File: config.mk
export PLATFORM = sky130hd
export DESIGN_NAME = position_smoother
export DESIGN_NICKNAME = d
export VERILOG_FILES = /design/src/rtl/position_smoother.sv
export SDC_FILE = /design/constraint.sdc
export NUM_CORES = 1
export LEC_CHECK = 0
export ABC_CLOCK_PERIOD_IN_PS = 9700
export CORE_ASPECT_RATIO = 1.4
export CORE_UTILIZATION = 35
export DETAILED_ROUTE_END_ITERATION = 10
export GPL_TIMING_DRIVEN = 0
export PLACE_DENSITY = 0.57
export SYNTH_ARGS = -nofsm -noshare
export SYNTH_HDL_FRONTEND = slang
export SYNTH_SLANG_ARGS = --single-unit
File: constraint.sdc
create_clock -name clk -period 9.7 [get_ports clk]
set_clock_uncertainty 0.05 [all_clocks]
set_input_delay 1.94 -clock clk [delete_from_list [all_inputs] [get_ports clk]]
set_output_delay 1.94 -clock clk [all_outputs]
set_load 0.02 [all_outputs]
File: src/rtl/position_smoother.sv
// Position smoother: samples the per-frame centroid from the measure stage,
// runs a LOST/ACQUIRE/TRACK/COAST track-confidence state machine and an IIR
// filter per axis, and presents registered smoothed coordinates.
module position_smoother #(
  parameter int INPUT_WIDTH = 11,
  parameter int FRAME_X_MAX = 640,
  parameter int FRAME_Y_MAX = 480,
  parameter int ALPHA_SHIFT = 2,
  parameter int ACQ_FRAMES  = 3,
  parameter int MISS_LIMIT  = 4
) (
  input  logic                   clk,
  input  logic                   aresetn,
  input  logic                   enable,
  input  logic [INPUT_WIDTH-1:0] vga_x,
  input  logic [INPUT_WIDTH-1:0] vga_y,
  input  logic [INPUT_WIDTH-1:0] x_position,
  input  logic [INPUT_WIDTH-1:0] y_position,
  output logic [INPUT_WIDTH-1:0] x_smooth,
  output logic [INPUT_WIDTH-1:0] y_smooth,
  output logic                   track_valid,
  output logic                   pos_update
);

  localparam int W = INPUT_WIDTH;
  localparam logic [W-1:0] ALL_ONES = {W{1'b1}};
  localparam logic [W-1:0] X_END    = W'(FRAME_X_MAX);
  localparam logic [W-1:0] Y_END    = W'(FRAME_Y_MAX);
  localparam logic [3:0]   ACQ_N    = 4'(ACQ_FRAMES);
  localparam logic [3:0]   MISS_N   = 4'(MISS_LIMIT);

  typedef enum logic [1:0] {
    ST_LOST,
    ST_ACQUIRE,
    ST_TRACK,
    ST_COAST
  } state_t;

  state_t       state_q, state_d;
  logic [3:0]   hit_cnt_q, hit_cnt_d;
  logic [3:0]   miss_cnt_q, miss_cnt_d;
  logic [W-1:0] filt_x_q, filt_x_d;
  logic [W-1:0] filt_y_q, filt_y_d;
  logic [W-1:0] x_smooth_q, x_smooth_d;
  logic [W-1:0] y_smooth_q, y_smooth_d;
  logic         track_valid_q, track_valid_d;
  logic         pos_update_q, pos_update_d;
  logic         frame_end_q, frame_end_d;
  logic         armed_q, armed_d;
  logic         sample_q, sample_d;

  logic         frame_end;
  logic         frame_rise;
  logic         hit;

  // One IIR step: f + floor((s - f) / 2^ALPHA_SHIFT). The difference is kept
  // one bit wider and shifted arithmetically so the step always lands
  // between f and s and the truncated sum cannot wrap.
  function automatic logic [W-1:0] filt_step(input logic [W-1:0] f,
                                             input logic [W-1:0] s);
    logic signed [W:0] diff;
    logic signed [W:0] step;
    logic        [W:0] sum;
    diff = signed'({1'b0, s}) - signed'({1'b0, f});
    step = diff >>> ALPHA_SHIFT;
    sum  = {1'b0, f} + unsigned'(step);
    return sum[W-1:0];
  endfunction

  assign frame_end  = (vga_x == X_END) && (vga_y == Y_END);
  // armed_q stays low until frame_end has been seen low, so a frame_end that
  // is already high when reset or enable releases never counts as a rise.
  assign frame_rise = frame_end && !frame_end_q && armed_q;
  assign hit        = (x_position != ALL_ONES) && (y_position != ALL_ONES);

  // Next-state, counter, filter and output computation.
  always_comb begin
    // NOTE: every _d gets a default before any branch so no path leaves a
    // variable unassigned, which would infer a latch.
    state_d       = state_q;
    hit_cnt_d     = hit_cnt_q;
    miss_cnt_d    = miss_cnt_q;
    filt_x_d      = filt_x_q;
    filt_y_d      = filt_y_q;
    frame_end_d   = frame_end;
    armed_d       = armed_q | ~frame_end;
    sample_d      = frame_rise;
    pos_update_d  = 1'b0;

    if (sample_q) begin
      pos_update_d = 1'b1;
      unique case (state_q)
        ST_LOST: begin
          if (hit) begin
            state_d   = ST_ACQUIRE;
            filt_x_d  = x_position;
            filt_y_d  = y_position;
            hit_cnt_d = 4'd1;
          end
        end
        ST_ACQUIRE: begin
          if (hit) begin
            filt_x_d  = filt_step(filt_x_q, x_position);
            filt_y_d  = filt_step(filt_y_q, y_position);
            hit_cnt_d = hit_cnt_q + 4'd1;
            if (hit_cnt_d >= ACQ_N) begin
              state_d = ST_TRACK;
            end
          end else begin
            state_d   = ST_LOST;
            hit_cnt_d = 4'd0;
          end
        end
        ST_TRACK: begin
          if (hit) begin
            filt_x_d = filt_step(filt_x_q, x_position);
            filt_y_d = filt_step(filt_y_q, y_position);
          end else if (MISS_N <= 4'd1) begin
            state_d    = ST_LOST;
            hit_cnt_d  = 4'd0;
            miss_cnt_d = 4'd0;
          end else begin
            state_d    = ST_COAST;
            miss_cnt_d = 4'd1;
          end
        end
        ST_COAST: begin
          if (hit) begin
            state_d    = ST_TRACK;
            miss_cnt_d = 4'd0;
            filt_x_d   = filt_step(filt_x_q, x_position);
            filt_y_d   = filt_step(filt_y_q, y_position);
          end else begin
            miss_cnt_d = miss_cnt_q + 4'd1;
            if (miss_cnt_d >= MISS_N) begin
              state_d    = ST_LOST;
              hit_cnt_d  = 4'd0;
              miss_cnt_d = 4'd0;
            end
          end
        end
        default: state_d = ST_LOST;
      endcase
    end

    if (!enable) begin
      state_d      = ST_LOST;
      hit_cnt_d    = 4'd0;
      miss_cnt_d   = 4'd0;
      filt_x_d     = '0;
      filt_y_d     = '0;
      frame_end_d  = 1'b0;
      armed_d      = 1'b0;
      sample_d     = 1'b0;
      pos_update_d = 1'b0;
    end

    // Outputs follow the post-sample state so they change with pos_update.
    track_valid_d = (state_d == ST_TRACK) || (state_d == ST_COAST);
    x_smooth_d    = track_valid_d ? filt_x_d : ALL_ONES;
    y_smooth_d    = track_valid_d ? filt_y_d : ALL_ONES;
  end

  // State, counter, filter, edge-detect and output registers.
  always_ff @(posedge clk or negedge aresetn) begin
    if (!aresetn) begin
      state_q       <= ST_LOST;
      hit_cnt_q     <= 4'd0;
      miss_cnt_q    <= 4'd0;
      filt_x_q      <= '0;
      filt_y_q      <= '0;
      x_smooth_q    <= ALL_ONES;
      y_smooth_q    <= ALL_ONES;
      track_valid_q <= 1'b0;
      pos_update_q  <= 1'b0;
      frame_end_q   <= 1'b0;
      armed_q       <= 1'b0;
      sample_q      <= 1'b0;
    end else begin
      // NOTE: non-blocking assignments so every register samples the values
      // from before this edge, independent of statement order.
      state_q       <= state_d;
      hit_cnt_q     <= hit_cnt_d;
      miss_cnt_q    <= miss_cnt_d;
      filt_x_q      <= filt_x_d;
      filt_y_q      <= filt_y_d;
      x_smooth_q    <= x_smooth_d;
      y_smooth_q    <= y_smooth_d;
      track_valid_q <= track_valid_d;
      pos_update_q  <= pos_update_d;
      frame_end_q   <= frame_end_d;
      armed_q       <= armed_d;
      sample_q      <= sample_d;
    end
  end

  assign x_smooth    = x_smooth_q;
  assign y_smooth    = y_smooth_q;
  assign track_valid = track_valid_q;
  assign pos_update  = pos_update_q;

endmodule

==> results.py, run 1 <==
metrics = {
    "run_status": {
        "status": "finished clean",
    },
    "sta": {
        "slew_violations": 0,
        "holdWs_ps": 349,
        "tightest_slew_ps": 638,
        "fin_setup_tns_ps": 0,
        "fin_crit_ps": 5910,
        "setup_viol": 0,
        "finalHoldViolCount": 0,
        "fmax_mhz": 169,
        "slew_headroom_pct": 57.5,
        "fin_crit_sh_pct": 60.9,
        "rsz0062_at_grt": "no",
    },
    "floorplanning": {
        "std_cell_rows": 48,
        "die_x_um": 96.7,
        "start_util_pct": 35.8,
        "chipHeight_um": 135,
        "core_um2": 12300,
        "die-area_um2": 13000,
        "pin_count": 71,
    },
    "cts": {
        "cts.sinks": 59,
        "cts_tree": "yes",
        "clk_pin_slew_ps": 50,
        "postCtsSetupRepairBufs": 0,
        "cts_root_buf": "clkbuf_16",
        "cts-htree-levels": 3,
        "hold_buffers": 0,
        "cts_max_path_buffers": 2,
        "post_cts_resized": 0,
        "clkLatencyLatePin_ps": 330,
        "cts_buffers": 9,
    },
    "placed_design": {
        "portBuffers": 70,
        "place_hpwl_mm": 9.38,
        "place_area_um2": 5290,
        "routabilityCongestion": 0.875,
    },
    "yosys": {
        "ys_seq_area_share_pct": 34.3,
        "ys_warn_count": 0,
        "synth_cell_type_count": 69,
        "synth.most_common_cell": "ha_1",
        "synth_area_um2": 4390,
        "syn_nets": 581,
        "syn_inst": 489,
        "synthArstFlopShare_pct": 100,
        "synthTopCellsByArea": "dfrtp_1, dfstp_2, ha_1",
        "synthDominantCellAreaShare_pct": 21.1,
        "synth_edf_count": 0,
        "yosys.area.top_type": "dfrtp_1",
        "synth.top_cells.by_count": "ha_1, nand2_1, dfrtp_1",
        "ys_ff_latch": 59,
        "synth_area_per_cell_um2": 8.98,
        "synthFlopType": "dfrtp_1",
    },
    "power_and_ir_drop": {
        "p_comb_share_pct": 13.8,
        "power.internal_w": 0.000525,
        "p_switching_w": 0.000170,
        "p_seq_share_pct": 35.7,
        "power_frac_clock_pct": 50.4,
        "peakVddDrop_mv": 0.0745,
        "power_leakage_nw": 2.31,
        "powerDensity_nw_per_um2": 124,
        "swShare_pct": 24.4,
    },
    "setup_path": {
        "criticalPathCategory": "in2reg",
        "arrival_ps": 6130,
        "startpoint_type": "input pin",
        "reg2reg_from": "filt_x_q[1]$_DFF_PN0_",
        "regToRegEndpoint": "x_smooth[10]$_DFF_PN1_",
        "r2r.worst_path.cells": 15,
        "cp_data_required_time_ps": 9920,
        "r2r_slack_ps": 5440,
        "worstPathMaxFanout": 5,
        "worst_setup_path_end_kind": "flop",
    },
    "detailed_routing": {
        "wl_mm": 12.2,
        "ant_nets": 0,
        "vias_per_cell": 5.50,
        "drt_iter0_drc": 213,
        "via_count": 3995,
        "wl_per_cell_um": 16.8,
        "drc_errors": 0,
        "first_pass_iters": 4,
    },
    "global_route": {
        "antenna_found_initial": 0,
        "grt_pass1_vias": 4065,
        "grt_overflow_total": 0,
        "grt_use_total_pct": 19.3,
        "grt_start_max_net_pins": 38,
        "grt_pass1_wl_mm": 19.8,
    },
    "cells_and_area": {
        "layout-drive-gt1-share_pct": 10.6,
        "fin_nets": 663,
        "syn_to_final_growth_pct": 28.0,
        "finish.instance_area_um2": 5620,
        "diodes": 0,
    },
    "min_path": {
        "holdPathStages": 1,
        "holdCritStartpoint": "frame_end_q$_DFF_PN0_",
        "worstHoldEndpoint": "sample_q$_DFF_PN0_",
        "worstHoldPathType": "reg2reg",
    },
    "run": {
        "drv_cap": 0,
    },
}
-- final cells by class --
| class | instances | area (µm²) |
|---|---|---|
| buffer | 18 | 82.6 |
| clock buffer | 10 | 239 |
| clock inverter | 6 | 88.8 |
| fill | 1219 | 6630 |
| inverter | 29 | 109 |
| multi-input combinational | 383 | 2700 |
| sequential | 59 | 1500 |
| tap | 150 | 188 |
| timing repair buffer | 71 | 716 |
-- worst max-delay path, cell delays in order --
cell and delay (ps):
clkdlybuf4s50_1 480, ha_1 370, a2111oi_4 340, nor3_2 130, or3_4 410, a31o_1 260
xor2_1 160, ha_1 350, a21oi_1 150, nand2_1 120, a211oi_1 460, o21ai_0 230
a211o_2 310, a211o_1 300, nand3_1 110
-- how the worst max path moves through the flow --
stage,to,from,slack [ps]
6_report,x_smooth[10]$_DFF_PN1_,x_position[1],3790
5_1_grt,x_smooth[10]$_DFF_PN1_,x_position[1],3620
4_1_cts,x_smooth[10]$_DFF_PN1_,x_position[1],3820
3_5_place_dp,x_smooth[10]$_DFF_PN1_,x_position[1],3480
3_3_place_gp,x_smooth[10]$_DFF_PN1_,x_position[1],3470
2_1_floorplan,filt_x_q[10]$_DFF_PN0_,x_position[1],4410
-- placed cells by master, fill, tap and decap left out, types with 4 or more instances in the layout --
master           instances
clkbuf_1                11
dfrtp_1                 37
nand2_1                 40
nor4_1                   4
o21a_1                  11
a311oi_1                 8
nand3_1                 12
ha_1                    43
clkbuf_16                9
nor2_1                  35
dfstp_2                 22
buf_2                    7
xor2_1                   8
nor2b_1                  6
o211ai_1                 7
and3_1                   4
inv_1                   28
o21ai_0                 26
a31oi_1                  6
a21oi_1                 31
a211oi_1                 4
a21o_1                  11
nand2b_1                19
nand4_1                 11
nor3_1                  12
xnor2_1                 21
o21ai_1                  4
clkdlybuf4s50_1         69
and2_1                   7
-- flip-flops by register name, indices dropped and copies added, names as in the netlist, 2 cells and up --
name        flops
miss_cnt_q      4
state_q         2
filt_x_q       11
y_smooth       11
hit_cnt_q       4
x_smooth       11
filt_y_q       11
-- metrics by stage --
step	worst slack, ps	instances	util (%)	total power (W)
after floorplan	4410	489	-	0.000307
after detailed placement	3480	710	43.2	0.000348
after global routing	3620	726	45.9	0.000722
after CTS	3820	726	45.9	0.000702
after global placement	3470	709	43.1	0.000345
final	3790	726	45.9	0.000695
-- kinds of logic after synthesis --
kind of cell / share of synthesized area [%]
compound gates: 22.4
buf+inv: 4.36
flops: 34.3
xor+xnor: 5.79
simple gates: 19.8
fa+ha+maj: 13.2
mux: 0.256
-- power groups by stage --
stage	Combinational (W)	Sequential (W)	Clock [W]
final	0.0000960	0.000248	0.000350
after global routing	0.000106	0.000248	0.000368
after CTS	0.0000963	0.000248	0.000357
after detailed placement	0.0000956	0.000252	0
after global placement	0.0000927	0.000252	0
after floorplan	0.0000550	0.000252	0
-- layer usage --
metal	share of wire, %	vias to the layer above	global-route usage (%)
met5	0	-	0
met4	3.4	0	9.20
met3	3.8	27	3.31
met2	51	110	34.7
met1	41	1918	22.3
li1	-	1940	-
Power figures use the tool's default switching activity.
==> run 2, diff against run 1 <==
ABC_CLOCK_PERIOD_IN_PS = 5200   (was 9700)
PLACE_DENSITY = 0.59   (was 0.57)
clock period = 5.2 ns   (was 9.7 ns; I/O delays follow)
==> run 2 against run 1 <==
Effect of this change: the flow now finishes with violations (design-rule violations); non-clock buffer count did not move; register-to-register slack got worse by 4400 ps; total power rose by 69%; wire length rose by 0.87%; combinational power rose by 88%; first-iteration DRC count fell by 34%; die area did not move; final cell count did not move; sequential power rose by 87%; sequential cell count did not move; clock power rose by 51%; critical endpoint unchanged; largest power group unchanged; highest routed layer unchanged.
==> results.py, run 2 (synthesized netlist as in run 1, its figures left out) <==
metrics = {
    "cells_and_area": {
        "layout-drive-gt1-share_pct": 10.1,
        "layout_commonest_cell": "clkdlybuf4s50_1",
        "multi_input_area_um2": 2700,
        "fin_nets": 663,
        "diodes": 0,
        "finalNonFillerCells": 726,
        "layout_common_cells": "clkdlybuf4s50_1, ha_1, nand2_1",
        "seq_area_um2": 1500,
        "finish.instance_area_um2": 5550,
        "fill_cells": 1232,
        "syn_to_final_growth_pct": 26.5,
        "post-route-util_pct": 45.3,
    },
    "detailed_routing": {
        "first_pass_iters": 7,
        "wl_mm": 12.3,
        "drc_errors": 1,
        "wl_per_cell_um": 17.0,
        "vias_per_cell": 5.62,
        "drt_iter0_drc": 141,
        "ant_nets": 0,
        "via_count": 4083,
    },
    "floorplanning": {
        "core_um2": 12300,
        "pin_count": 71,
        "die-area_um2": 13000,
        "start_util_pct": 35.8,
        "std_cell_rows": 48,
        "die_x_um": 96.7,
        "chipHeight_um": 135,
    },
    "sta": {
        "setup_viol": 0,
        "fin_crit_ps": 4980,
        "rsz0062_at_grt": "no",
        "slew_violations": 0,
        "holdWs_ps": 350,
        "fin_ws_ps": 217,
        "tightest_slew_ps": 629,
        "slew_headroom_pct": 58.1,
        "fin_crit_sh_pct": 95.8,
        "finalHoldViolCount": 0,
        "fmax_mhz": 201,
    },
    "placed_design": {
        "place_area_um2": 5290,
        "routabilityCongestion": 0.891,
        "portBuffers": 70,
        "dp_slack_ps": -283,
        "dp_cells": 710,
        "place_hpwl_mm": 9.49,
    },
    "cts": {
        "cts_max_path_buffers": 2,
        "hold_buffers": 0,
        "cts_tree": "yes",
        "cts_root_buf": "clkbuf_16",
        "cts-htree-levels": 3,
        "cts_buffers": 9,
        "clk_pin_slew_ps": 50,
        "cts.sinks": 59,
        "clkLatencyLatePin_ps": 340,
        "post_cts_resized": 0,
        "postCtsSetupRepairBufs": 0,
    },
    "run": {
        "drv_cap": 0,
    },
    "setup_path": {
        "criticalPathCategory": "in2reg",
        "cp_data_required_time_ps": 5400,
        "r2r_slack_ps": 1020,
        "cpMostUsedCell": "ha_1",
        "max_stage_delay_ps": 520,
        "reg2reg_from": "filt_x_q[1]$_DFF_PN0_",
        "crit_family": "compound AO/OA/AOI/OAI gates",
        "r2r.worst_path.cells": 15,
        "crit_cells": 15,
        "startpoint_type": "input pin",
        "path_cells": "clkdlybuf4s50_1 -> ha_1 -> a2111oi_4 -> nor3_2 -> or3_4 -> a31o_1 -> xor2_1 -> ha_1 -> a21oi_1 -> nand2_1 -> a211oi_2 -> o21ai_0 -> a211o_2 -> a211o_1 -> nand3_1",
        "slowest_stage": "clkdlybuf4s50_1",
        "arrival_ps": 5180,
        "worst_setup_path_end_kind": "flop",
        "critPathBufInv": 1,
        "critPathLaunch": "x_position[1]",
        "timing.critical_path.to": "x_smooth[10]$_DFF_PN1_",
        "worstPathMaxFanout": 5,
        "regToRegEndpoint": "x_smooth[10]$_DFF_PN1_",
    },
    "global_route": {
        "grt_pass1_wl_mm": 19.8,
        "antenna_found_initial": 0,
        "grt_pass1_vias": 4138,
        "grt_start_max_net_pins": 35,
        "grt_use_total_pct": 19.3,
        "grt_overflow_total": 0,
    },
    "power_and_ir_drop": {
        "peakVddDrop_mv": 0.120,
        "power_leakage_nw": 2.29,
        "powerDensity_nw_per_um2": 211,
    },
    "min_path": {
        "worstHoldPathType": "reg2reg",
    },
    "run_status": {
        "status": "finished, violations left",
        "failed_checks": "design-rule violations",
    },
}
## run 2: cell count changes in the layout (fill, tap and decap cells not counted)
cell	change
a211oi_1	-1
a211oi_2	+1
bufinv_16	-2
clkbuf_1	+4
clkbuf_8	-1
clkinv_2	+2
clkinv_4	-1
clkinvlp_4	-2
## run 2: cell type report
type	instances	area share, %
clock inverter	3	0.270
inverter	29	1.96
sequential	59	27.1
timing repair buffer	71	12.9
clock buffer	13	4.33
buffer	18	1.49
tap	150	3.38
multi-input combinational	383	48.6
## run 2: power by group
part           leakage [nW]  switching [W]  internal, W  total [W]
logic                  1.42      0.0000936    0.0000863   0.000180
registers             0.745     0.00000156     0.000462   0.000463
clock network         0.127       0.000209     0.000320   0.000529
total                  2.29       0.000305     0.000868    0.00117
## run 2: stage by stage
| stage | power, W | TNS, ps |
|---|---|---|
| detailed placement | 0.000649 | -457 |
| floorplan | 0.000573 | 0 |
| finish | 0.00117 | 0 |
| global placement | 0.000643 | -420 |
| CTS | 0.00119 | 0 |
| global route | 0.00123 | 0 |
## run 2: metal layers
| layer | GRT usage, % | part of all wire [%] | up-vias |
|---|---|---|---|
| met1 | 22.0 | 41 | 1982 |
| met4 | 10.6 | 3.7 | 0 |
| li1 | - | - | 1942 |
| met5 | 0 | 0 | - |
| met3 | 3.47 | 4.0 | 37 |
| met2 | 34.2 | 51 | 122 |
## run 2: how the worst min path moves through the flow
stage / start / endpoint / slack (ps) / cells after the start
final: frame_end_q$_DFF_PN0_ / sample_q$_DFF_PN0_ / 350 / 1
after CTS: frame_end_q$_DFF_PN0_ / sample_q$_DFF_PN0_ / 350 / 1
after global placement: frame_end_q$_DFF_PN0_ / sample_q$_DFF_PN0_ / 340 / 1
after floorplan: frame_end_q$_DFF_PN0_ / sample_q$_DFF_PN0_ / 330 / 1
after detailed placement: frame_end_q$_DFF_PN0_ / sample_q$_DFF_PN0_ / 340 / 1
after global routing: frame_end_q$_DFF_PN0_ / sample_q$_DFF_PN0_ / 370 / 1
==> RTL change 1 (config.mk and constraints of run 2) <==
Change the parameter `INPUT_WIDTH` from 11 to 13.
--- a/src/rtl/position_smoother.sv
+++ b/src/rtl/position_smoother.sv
@@ -2,7 +2,7 @@
 // runs a LOST/ACQUIRE/TRACK/COAST track-confidence state machine and an IIR
 // filter per axis, and presents registered smoothed coordinates.
 module position_smoother #(
-  parameter int INPUT_WIDTH = 11,
+  parameter int INPUT_WIDTH = 13,
   parameter int FRAME_X_MAX = 640,
   parameter int FRAME_Y_MAX = 480,
   parameter int ALPHA_SHIFT = 2,
Interface: changed (6 resized); port bits go from 71 to 83. No check against the original RTL was run, so the function may have changed too.
==> RTL change 1 against run 2 <==
Worst setup slack gained 0.095 ns; routed wire length grew 23%; sequential cell count increased by 8; area after synthesis up 17%; die area grew 17%; cell area rose by 17%; clock power grew 21%; sequential share of layout area fell by 0.85 points; power up 19%; hold slack improved by 0.0025 ns; critical path type unchanged.
==> RTL change 1: results (changes against run 2) <==
placed_design:
  place_hpwl_mm: 11.4  # +20%
  globalplace.congestion: 0.873  # -2.1%
  pre_cts_slack_ns: -0.0850  # +0.198 ns
  port_buffers: 81  # +16%
  dpl.cell_count: 862  # +21%
worst_setup_path:
  reg2reg_depth: 18  # +3
  worstPathArrival_ns: 5.06  # -0.12 ns
  crit_family: "compound AO/OA/AOI/OAI gates"
  reg2reg_setup_slack_ns: 1.10  # +0.08 ns
  crit_end: "x_smooth[12]"
  max_stage_delay_ns: 0.48  # -0.04 ns
  reg2reg_from: "filt_x_q[2]"
  crit_path_max_fanout: 4  # -1
  setup.worst_path.start: "x_position[2]"
detailed_routing:
  drt_iter0_markers: 207  # +47%
  firstDrtPassIters: 4  # -3
  vias: 4688  # +15%
  post_drt_wl_per_cell_um: 17.2  # +1.4%
synth:
  synth_nets: 704  # +21%
  synthCells: 592  # +21%
  synth.top_cells.by_count: "nor2_1, ha_1, nand2_1"
  yosys.cell_types.count: 71  # +2.9%
  yosysSeqAreaShare_pct: 33.1  # -1.1 points
  synth.area.top_cells: "dfrtp_1, ha_1, dfstp_2"
  synth_warnings: 0  # unchanged
global_routing:
  grt_pass1_wl_mm: 24.2  # +22%
  grt_util_met2_pct: 36.2  # +2.1 points
  grt_antenna_before_repair: 0  # unchanged
  grt_max_degree: 68  # +94%
  met3_usage_pct: 2.78  # -0.69 points
  use_met1_pct: 22.7  # +0.77 points
  grtUsageTotal_pct: 20.4  # +1.1 points
  first_global_vias: 4950  # +20%
cts:
  cts_made_buffers: 9  # unchanged
  h-tree-depth: 3  # unchanged
  path_clk_slew_ns: 0.06
  cts_root_buf: "clkbuf_16"
  clk_latency_ns: 0.34  # about the same
sta:
  worst_slew_pin_slew_ns: 0.891  # +0.262 ns
  fmax_ghz: 0.205  # +2.0%
  drv_slew: 0  # unchanged
  fin_hold_ws_ns: 0.353  # +0.00253 ns
power_and_ir_drop:
  leakagePower_uw: 0.00268  # +17%
  vdd_drop_max_mv: 0.158  # +33%
layout:
  finalNonFillerCells: 878  # +21%
  fill_cells: 1429  # +16%
  layout-drive-gt1-share_pct: 9.29  # -0.78 points
  nets: 796  # +20%
  diodes: 0  # unchanged
min_path:
  min_path_cells: 1  # unchanged
  min-delay-path-class: "flop to flop"
  min_from: "frame_end_q"
outcome:
  status: "completed"
[RTL change 1: cell count changes after synthesis, sizes merged, moves of 9 or more]
cell,change
nand3,+9
nor2,+29
o21ai,+9
inv,+15
ha,+12
[RTL change 1: area by class of cell]
class                   instances  area (um^2)  area share, %
multi-input cells             459         3210           49.2
clock buffers                  13          260           3.99
repair buffers                 81          808           12.4
plain buffers                  22         86.3           1.32
clock inverters                 3         46.3          0.710
inverters                      44          165           2.53
flip-flops and latches         67         1710           26.2
well taps                     189          236           3.63
[RTL change 1: cell families (layout without fill, tap and decap cells)]
family,Yosys count,in the layout,synth area share (%)
multiplexers,7,7,1.43
adder cells (fa/ha/maj),57,57,14.1
buffers and inverters,66,163,4.87
AO/OA/AOI/OAI,153,153,21.0
XOR/XNOR,31,31,5.53
flip-flops,67,67,33.1
AND/OR/NAND/NOR,211,211,19.9
[RTL change 1: power breakdown]
| part | internal, uW | switching (uW) | leakage [uW] |
|---|---|---|---|
| Clock | 399 | 243 | 0.000146 |
| Sequential | 524 | 1.09 | 0.000843 |
| Combinational | 105 | 118 | 0.00169 |
| Total | 1030 | 362 | 0.00268 |
[RTL change 1: timing repair]
action	in CTS	in global routing
endpoints found under the setup margin	0	2
buffers inserted	0	0
hold buffers	0	0
resized for setup	0	2
[RTL change 1: layer usage]
| metal | wire length (um) | vias to the layer above |
|---|---|---|
| met2 | 7630 | 115 |
| met5 | 0 | - |
| li1 | - | 2305 |
| met4 | 828 | 0 |
| met3 | 513 | 50 |
| met1 | 6140 | 2218 |
[RTL change 1: metrics by stage]
stage | TNS (ns) | area (um^2)
detailed placement | -0.200 | 6200
floorplan | 0 | 5160
global route | 0 | 6520
global placement | 0 | 6210
CTS | 0 | 6510
finish | 0 | 6520
==> RTL change 2 (settings of run 2) <==
Without the edit above. Re-encode `state_t` (4 states) as one-hot, 4 bits wide.
--- a/src/rtl/position_smoother.sv
+++ b/src/rtl/position_smoother.sv
@@ -29,11 +29,11 @@
   localparam logic [3:0]   ACQ_N    = 4'(ACQ_FRAMES);
   localparam logic [3:0]   MISS_N   = 4'(MISS_LIMIT);
 
-  typedef enum logic [1:0] {
-    ST_LOST,
-    ST_ACQUIRE,
-    ST_TRACK,
-    ST_COAST
+  typedef enum logic [3:0] {
+    ST_LOST    = 4'b0001,
+    ST_ACQUIRE = 4'b0010,
+    ST_TRACK   = 4'b0100,
+    ST_COAST   = 4'b1000
   } state_t;
 
   state_t       state_q, state_d;
Check against the original RTL: no difference found for any inputs over 4 cycles, from zero or initial values and one cycle with aresetn low; so few cycles prove little.
==> RTL change 2 against run 2 <==
Area after synthesis grew 5.6%; routed wire length grew 13%; sequential cell count grew 2; die area grew 5.5%; cell area grew 6.1%; power grew 13%; via count grew 8.2%; worst setup slack lost 0.0097 ns.
==> RTL change 2: results (changes against run 2) <==
detailed_routing:
  post_drt_wl_per_cell_um: 18.3  # +7.9%
  drt_iter0_markers: 213  # +51%
  firstDrtPassIters: 5  # -2
  vias: 4416  # +8.2%
  drc: 0  # -1
worst_setup_path:
  crit_family: "simple AND/OR/NAND/NOR gates"
  crit_path_max_fanout: 4  # -1
  max_stage_delay_ns: 0.57  # +0.05 ns
  slowest_stage: "or4b_1"
  reg2reg_setup_slack_ns: 0.96  # -0.06 ns
power_and_ir_drop:
  p_int_uw: 1010  # +16%
  p_switching_uw: 318  # +4.4%
  vdd_drop_max_mv: 0.155  # +30%
  pwr-share-comb_pct: 13.4  # -1.9 points
  leakagePower_uw: 0.00236  # +3.2%
  pg_seq_uw: 478  # +3%
placed_design:
  dpl.cell_count: 742  # +4.5%
  place_hpwl_mm: 10.5  # +11%
  globalplace.congestion: 0.914  # +2.5%
  pre_cts_slack_ns: -0.227  # +0.0558 ns
  place_area_mm2: 0.00554  # +4.7%
layout:
  layout-drive-gt1-share_pct: 10.1  # +0.013 points
  n_clock_buffer: 11  # -2
  finalNonFillerCells: 758  # +4.4%
  n_all_buffers: 88  # -1.1%
  multi_input_area_share_pct: 49.1  # +0.47 points
  area_growth_pct: 27.1
  inv_count: 34  # +17%
  multi_input_gates: 406  # +6.0%
  buffer_area_share_pct: 13.4  # -0.97 points
  nets: 692  # +4.4%
  seq_area_share_pct: 26.4  # -0.68 points
  clk_share_pct: 5.69  # +1.1 points
  fill_cells: 1280  # +3.9%
synth:
  yosysSeqAreaShare_pct: 33.6  # -0.70 points
  synth.area.top_cells: "dfrtp_1, dfstp_2, ha_1"
  synthFlopType: "dfrtp_1"
  synthCells: 518  # +5.9%
  yosys.area_share.adder_pct: 12.5  # -0.69 points
  synth.top_cells.by_count: "nor2_1, ha_1, dfrtp_1"
  synth_compound_area_share_pct: 24.1  # +1.7 points
  synthXorXnorAreaFrac_pct: 4.35  # -1.4 points
  synth_nets: 610  # +5.0%
  synthMuxAreaShare_pct: 0.675  # +0.42 points
sta:
  fin_hold_ws_ns: 0.372  # +0.0221 ns
  worst_slew_pin_slew_ns: 1.13  # +0.503 ns
  finalCriticalPeriod_ns: 4.99  # +0.00974 ns
floorplanning:
  fp.coreArea_mm2: 0.0129  # +5.1%
global_routing:
  use_met1_pct: 25.0  # +3.0 points
  grt_max_degree: 32  # -8.6%
  grt_util_met2_pct: 36.9  # +2.7 points
  met3_usage_pct: 2.98  # -0.49 points
  grtUsageTotal_pct: 20.8  # +1.5 points
  grt_pass1_wl_mm: 22.4  # +13%
cts:
  h-tree-depth: 3  # unchanged
  clock-sinks: 61  # +3.4%
  postCtsResizedCells: 0  # unchanged
outcome:
  status: "completed"
[RTL change 2: changes by cell type in the layout (fill, tap and decap cells not counted), sizes merged, moves of 4 or more]
cell	run 2	this run
a311oi	8	3
a31oi	6	11
o21a	11	7
xnor2	21	15
nand3	12	16
a21oi	32	28
a22oi	0	7
o31ai	3	7
nor2	35	46
nor3	13	17
inv	28	33
a211oi	4	13
nand2	40	22
[RTL change 2: worst paths after layout]
path / endpoint / cells past startpoint / startpoint
worst min-delay path: sample_q / 1 / frame_end_q
worst max-delay path: x_smooth[10] / 15 / x_position[1]
worst max register to register: x_smooth[10] / 15 / filt_x_q[1]
max in group asynchronous: x_smooth[7] / 2 / aresetn
min in group asynchronous: track_valid / 1 / aresetn
worst min register to register: sample_q / 1 / frame_end_q
[RTL change 2: routing by layer]
layer / share of wire, % / up-vias
met4: 3.2 / 0
met3: 3.6 / 32
li1: - / 2088
met2: 51 / 130
met5: 0 / -
met1: 42 / 2166
